<file path="src/rtl/fpu_arbiter_pkg.sv">
// Shared types for the FPU arbiter: FSM states, exception-flag layout, opcode encoding.
// Pure declarations, no timing or handshake behaviour of its own.
package fpu_arbiter_pkg;

   typedef enum logic [1:0] {
      ARB_IDLE,
      ARB_ISSUE,
      ARB_WAIT
   } fpu_arb_state_t;

   typedef struct packed {
      logic IV;
      logic DZ;
      logic OF;
      logic UF;
      logic IE;
   } fpu_flags_t;

   localparam logic [4:0] OP_ADD  = 5'd0;
   localparam logic [4:0] OP_SUB  = 5'd1;
   localparam logic [4:0] OP_MUL  = 5'd2;
   localparam logic [4:0] OP_DIV  = 5'd3;
   localparam logic [4:0] OP_MADD = 5'd4;

   function automatic int rr_next(input int idx, input int n);
      return (idx + 1 >= n) ? 0 : idx + 1;
   endfunction

endpackage

</file>
<file path="src/rtl/fpu_rr_pick.sv">
// Round-robin picker: first asserted request at or after i_ptr, wrapping at NUM_REQ.
// Purely combinational, no backpressure of its own.
module fpu_rr_pick #(
   parameter int NUM_REQ = 2,
   parameter int IW      = 1
) (
   input  logic [NUM_REQ-1:0] i_req,
   input  logic [IW-1:0]      i_ptr,
   output logic [NUM_REQ-1:0] o_gnt,
   output logic [IW-1:0]      o_idx,
   output logic               o_any
);

   logic [IW:0] w_sum;

   always_comb begin
      o_gnt = '0;
      o_idx = '0;
      o_any = 1'b0;
      w_sum = '0;
      for (int k = 0; k < NUM_REQ; k++) begin
         w_sum = {1'b0, i_ptr} + (IW+1)'(k);
         if (w_sum >= (IW+1)'(NUM_REQ)) w_sum = w_sum - (IW+1)'(NUM_REQ);
         if (!o_any && i_req[w_sum[IW-1:0]]) begin
            o_any                 = 1'b1;
            o_idx                 = w_sum[IW-1:0];
            o_gnt[w_sum[IW-1:0]]  = 1'b1;
         end
      end
   end

endmodule

</file>
<file path="src/rtl/fpu_arbiter.sv">
// Shares one FPU among NUM_REQ requesters, one op in flight; round-robin grant, sticky per-requester fflags.
// Grant same cycle in IDLE, issue next cycle; response stalls on the owner's rsp_ready, flush kills any state.
module fpu_arbiter
   import fpu_arbiter_pkg::*;
#(
   parameter int NUM_REQ = 2
) (
   input  logic                 clk,
   input  logic                 reset,
   input  logic                 flush,
   input  logic [NUM_REQ-1:0]   req_valid,
   output logic [NUM_REQ-1:0]   req_ready,
   input  logic [NUM_REQ*5-1:0] req_op,
   input  logic [NUM_REQ*3-1:0] req_rm,
   input  logic [NUM_REQ*32-1:0] req_a,
   input  logic [NUM_REQ*32-1:0] req_b,
   input  logic [NUM_REQ*32-1:0] req_c,
   output logic [NUM_REQ-1:0]   rsp_valid,
   input  logic [NUM_REQ-1:0]   rsp_ready,
   output logic [31:0]          rsp_y,
   output logic [4:0]           rsp_flags,
   output logic [NUM_REQ*5-1:0] acc_flags,
   input  logic [NUM_REQ-1:0]   clr_flags,
   output logic                 fpu_flush,
   output logic                 fpu_valid_in,
   input  logic                 fpu_ready_out,
   input  logic                 fpu_valid_out,
   output logic                 fpu_ready_in,
   output logic [4:0]           fpu_op,
   output logic [2:0]           fpu_rm,
   output logic [31:0]          fpu_a,
   output logic [31:0]          fpu_b,
   output logic [31:0]          fpu_c,
   input  logic [31:0]          fpu_y,
   input  logic                 fpu_IV,
   input  logic                 fpu_DZ,
   input  logic                 fpu_OF,
   input  logic                 fpu_UF,
   input  logic                 fpu_IE
);

   localparam int IW = (NUM_REQ > 2) ? $clog2(NUM_REQ) : 1;

   fpu_arb_state_t       r_state;
   fpu_arb_state_t       w_state_nxt;
   logic [IW-1:0]        r_rr_ptr;
   logic [IW-1:0]        r_owner;
   logic [4:0]           r_op;
   logic [2:0]           r_rm;
   logic [31:0]          r_a;
   logic [31:0]          r_b;
   logic [31:0]          r_c;
   logic [NUM_REQ*5-1:0] r_acc_flags;
   logic [NUM_REQ*5-1:0] w_acc_nxt;

   logic [NUM_REQ-1:0]   w_gnt;
   logic [IW-1:0]        w_idx;
   logic                 w_any;
   logic                 w_req_hs;
   logic                 w_rsp_hs;
   fpu_flags_t           w_flags;
   logic [4:0]           w_sel_op;
   logic [2:0]           w_sel_rm;
   logic [31:0]          w_sel_a;
   logic [31:0]          w_sel_b;
   logic [31:0]          w_sel_c;

   fpu_rr_pick #(
      .NUM_REQ (NUM_REQ),
      .IW      (IW)
   ) u_pick (
      .i_req (req_valid),
      .i_ptr (r_rr_ptr),
      .o_gnt (w_gnt),
      .o_idx (w_idx),
      .o_any (w_any)
   );

   assign w_flags = fpu_flags_t'({fpu_IV, fpu_DZ, fpu_OF, fpu_UF, fpu_IE});

   always_comb begin
      w_sel_op = '0;
      w_sel_rm = '0;
      w_sel_a  = '0;
      w_sel_b  = '0;
      w_sel_c  = '0;
      for (int i = 0; i < NUM_REQ; i++) begin
         if (w_idx == IW'(i)) begin
            w_sel_op = req_op[i*5 +: 5];
            w_sel_rm = req_rm[i*3 +: 3];
            w_sel_a  = req_a[i*32 +: 32];
            w_sel_b  = req_b[i*32 +: 32];
            w_sel_c  = req_c[i*32 +: 32];
         end
      end
   end

   // Every handshake is gated by flush so a killed cycle neither grants nor retires.
   always_comb begin
      w_state_nxt  = r_state;
      req_ready    = '0;
      rsp_valid    = '0;
      fpu_valid_in = 1'b0;
      fpu_ready_in = 1'b0;
      w_req_hs     = 1'b0;
      w_rsp_hs     = 1'b0;
      case (r_state)
         ARB_IDLE: begin
            if (!flush) begin
               req_ready = w_gnt;
               if (w_any) begin
                  w_req_hs    = 1'b1;
                  w_state_nxt = ARB_ISSUE;
               end
            end
         end
         ARB_ISSUE: begin
            if (!flush) begin
               fpu_valid_in = 1'b1;
               if (fpu_ready_out) w_state_nxt = ARB_WAIT;
            end
         end
         ARB_WAIT: begin
            if (!flush) begin
               fpu_ready_in       = rsp_ready[r_owner];
               rsp_valid[r_owner] = fpu_valid_out;
               if (fpu_valid_out && rsp_ready[r_owner]) begin
                  w_rsp_hs    = 1'b1;
                  w_state_nxt = ARB_IDLE;
               end
            end
         end
         default: w_state_nxt = ARB_IDLE;
      endcase
      if (flush) w_state_nxt = ARB_IDLE;
   end

   // Clear applies before the accumulate so flags retired in the same cycle survive.
   always_comb begin
      w_acc_nxt = r_acc_flags;
      for (int i = 0; i < NUM_REQ; i++) begin
         if (clr_flags[i]) w_acc_nxt[i*5 +: 5] = '0;
         if (w_rsp_hs && r_owner == IW'(i)) w_acc_nxt[i*5 +: 5] = w_acc_nxt[i*5 +: 5] | w_flags;
      end
   end

   always_ff @(posedge clk or posedge reset) begin
      if (reset) begin
         r_state     <= ARB_IDLE;
         r_rr_ptr    <= '0;
         r_owner     <= '0;
         r_op        <= '0;
         r_rm        <= '0;
         r_a         <= '0;
         r_b         <= '0;
         r_c         <= '0;
         r_acc_flags <= '0;
      end else begin
         r_state     <= w_state_nxt;
         r_acc_flags <= w_acc_nxt;
         if (w_req_hs) begin
            r_owner <= w_idx;
            r_op    <= w_sel_op;
            r_rm    <= w_sel_rm;
            r_a     <= w_sel_a;
            r_b     <= w_sel_b;
            r_c     <= w_sel_c;
         end
         if (w_rsp_hs) r_rr_ptr <= IW'(rr_next(int'(r_owner), NUM_REQ));
      end
   end

   assign fpu_flush = flush;
   assign fpu_op    = r_op;
   assign fpu_rm    = r_rm;
   assign fpu_a     = r_a;
   assign fpu_b     = r_b;
   assign fpu_c     = r_c;
   assign acc_flags = r_acc_flags;
   assign rsp_y     = (r_state == ARB_WAIT) ? fpu_y : '0;
   assign rsp_flags = (r_state == ARB_WAIT) ? w_flags : '0;

endmodule
</file>
<file path="config.mk">
export PLATFORM = sky130hd
export DESIGN_NAME = fpu_arbiter
export DESIGN_NICKNAME = d
export VERILOG_FILES = /design/src/rtl/fpu_arbiter_pkg.sv /design/src/rtl/fpu_rr_pick.sv /design/src/rtl/fpu_arbiter.sv
export SDC_FILE = /design/constraint.sdc
export NUM_CORES = 1
export LEC_CHECK = 0
export CAP_MARGIN = 20
export CORE_AREA = 2 2 161 163
export CTS_CLUSTER_DIAMETER = 30
export DETAILED_ROUTE_END_ITERATION = 10
export DIE_AREA = 0 0 163 165
export SETUP_SLACK_MARGIN = 0.1
export SYNTH_ARGS = -nofsm -noshare
export SYNTH_HDL_FRONTEND = slang
export SYNTH_SLANG_ARGS = --single-unit
</file>
<file path="constraint.sdc">
create_clock -name clk -period 6.9 [get_ports clk]
set_input_delay 1.38 -clock clk [delete_from_list [all_inputs] [get_ports clk]]
set_output_delay 1.38 -clock clk [all_outputs]
set_load 0.05 [all_outputs]
</file>
==> results.py <==
metrics = {
    "status": {
        "status": "finished clean",
    },
    "place": {
        "hpwl_um": 18800,
        "portBuffers": 413,
        "post-place-ws_ns": 1.97,
        "gp_congestion": 0.825,
    },
    "yosys": {
        "postSynthCellCount": 701,
        "synth_seq_cells": 118,
        "netlist_area_mm2": 0.00652,
        "syn-num-nets": 957,
        "ys.warnings.count": 0,
        "yosysSeqAreaShare": 0.453,
        "syn_avg_cell_area_um2": 9.31,
        "yosysUniqueCellTypes": 28,
        "synth_top_area_share": 0.453,
        "synth_area_leaders": "dfrtp_1 (45%), nand3b_1 (12%), o21ai_0 (8.2%)",
        "yosys.area.top_type": "dfrtp_1",
    },
    "sta": {
        "tightest_slew_ns": 1.05,
        "hold_viol": 0,
        "setup_violations": 0,
        "slew_viol_final": 0,
        "fin_ws_ns": 1.97,
        "finClkSkew_ns": 0.00841,
        "max_slew_margin": 0.301,
        "totalNegativeSetupSlack_ns": 0,
        "max_freq_mhz": 203,
        "fin_crit_ns": 4.93,
        "fin_crit_sh": 0.714,
        "rsz0062_at_grt": "false",
        "holdWs_ns": 0.496,
    },
    "clock_network": {
        "cts_made_buffers": 17,
        "clock_sinks": 118,
        "ctsHtreeMaxLevel": 4,
        "clkTransAtPathRegs_ns": 0.06,
        "clk_path_buf_depth": 2,
        "cts_setup_buffers": 0,
        "post_cts_resized": 0,
        "cts_tree": "built",
        "cts_root_buffer": "clkbuf_16",
        "clk_latency_ns": 0.41,
        "cts-hold-fix-buffers": 0,
    },
    "critical_path": {
        "cp.buffers_inverters": 2,
        "worstPathRequired_ns": 5.52,
        "crit_path_start_kind": "primary input",
        "end_kind": "output port",
        "slowest_delay_ns": 0.89,
        "path_cells": "clkdlybuf4s50_1, nor3_4, nor3b_1, clkdlybuf4s50_1",
        "arrival_ns": 3.55,
        "slowest_stage": "clkdlybuf4s50_1",
        "cp-startpoint": "flush",
        "cp_common_cell": "clkdlybuf4s50_1",
        "worst-path-max-fanout": 7,
        "critPathTopFamily": "buffers and inverters",
        "path_class": "primary input to output port",
        "timing.rr.start": "r_state[1]",
    },
    "grt": {
        "grt_pass1_vias": 7022,
        "grt_pass1_wl_um": 41400,
        "overflow": 0,
        "use_met3": 0.0588,
        "grt_antenna_before_repair": 2,
        "grt_usage": 0.200,
        "grt_max_degree": 110,
        "grt-busiest-layer": "met2",
        "globalRouteMet2Util": 0.336,
        "grt_util_met1": 0.242,
    },
    "routing": {
        "route.antenna.remaining_nets": 0,
        "vias": 7041,
        "drt_iter0_drc": 548,
        "first_pass_iters": 4,
        "drc": 0,
        "drt_wl_total_um": 27900,
        "routed_via_density": 5.02,
        "wl_per_cell_um": 19.9,
    },
    "finish": {
        "syn2layout_area_growth_pct": 75.1,
        "fillers": 2439,
        "nNetsFinal": 1314,
        "final_cell_mix": "clkdlybuf4s50_1 (412), dfrtp_1 (118), o21ai_0 (107), a21oi_1 (106), nand3b_1 (105)",
        "drive_above_1_share": 0.0728,
        "final_common_cell": "clkdlybuf4s50_1",
    },
    "floorplanning": {
        "io_pins": 414,
        "core_mm2": 0.0250,
        "fp.dieH_um": 165,
        "dieArea_mm2": 0.0269,
        "rows": 58,
        "die_w_um": 163,
        "initial_utilization": 0.261,
    },
    "hold_path": {
        "hold_class": "flop to flop",
        "hold_path_startpoint": "acc_flags[4]",
    },
    "power_and_ir_drop": {
        "max-vdd-ir-drop_mv": 0.119,
        "power_density_mw_per_mm2": 286,
        "power_leakage_uw": 0.00417,
    },
    "run": {
        "maxCapViolCount": 0,
    },
}
==> report_power, final <==
group	internal, uW	leakage [uW]	switching (uW)
Combinational	511	0.00253	875
Clock	606	0.000298	336
Sequential	844	0.00134	91.0
Total	1960	0.00417	1300
==> per-stage QoR <==
step	total power, uW	area [um2]	utilization	std cells
floorplan	1770	6520	-	701
global placement	2330	10800	0.430	1367
detailed placement	2340	10800	0.431	1368
CTS	3290	11400	0.455	1400
global route	3410	11400	0.456	1403
finish	3260	11400	0.456	1403
==> metal layers <==
metal	wire length (um)	up-vias
li1	-	3317
met1	11400	3381
met2	13600	305
met3	2190	38
met4	830	0
met5	0	-
==> cells by family after synthesis <==
kind of cell	count (synthesis)	share of synthesized area
AOI/OAI and AO/OA	330	0.309
buffers and inverters	94	0.0648
DFF	118	0.453
muxes	1	0.00153
and+or+nand+nor	158	0.172
==> cell type report <==
type | instances | area [um2] | share of cell area
Clock buffer | 20 | 437 | 0.0382
Sequential cell | 118 | 2950 | 0.259
Multi-Input combinational cell | 489 | 3160 | 0.277
Antenna cell | 2 | 5.00 | 0.000438
Inverter | 8 | 32.5 | 0.00285
Clock inverter | 12 | 178 | 0.0156
Tap cell | 330 | 413 | 0.0361
Timing Repair Buffer | 424 | 4240 | 0.371
==> worst paths after layout <==
kind	end	slack [ns]	cells past startpoint
setup / recovery	req_ready[1]	1.97	4
hold / removal	acc_flags[4]	0.50	1
setup reg to reg	fpu_b[25]	3.93	6
hold reg to reg	acc_flags[4]	0.50	1
max in group asynchronous	fpu_b[30]	4.09	3
min in group asynchronous	fpu_b[14]	1.45	2
==> synth_stat cells (all sizes together) <==
library cell and instances:
a32o 1, a41oi 1, a21oi 106, or2 1, a22o 9, nand2 2
a2111oi 1, nand4bb 1, nor2 4, o21ai 107, nor3b 2, mux2i 1
nor2b 2, and2 38, a31oi 104, a21o 1, nor3 3, clkbuf 68
dfrtp 118, nand3b 105, buf 18, inv 8
==> state kept, by name, summed over array words and instances (netlist names) <==
name	count
r_owner	1
r_rr_ptr	1
acc_flags	10
r_state	2
fpu_c	32
fpu_rm	3
fpu_b	32
fpu_op	5
fpu_a	32
No activity file was read; power rests on OpenSTA's default activity.
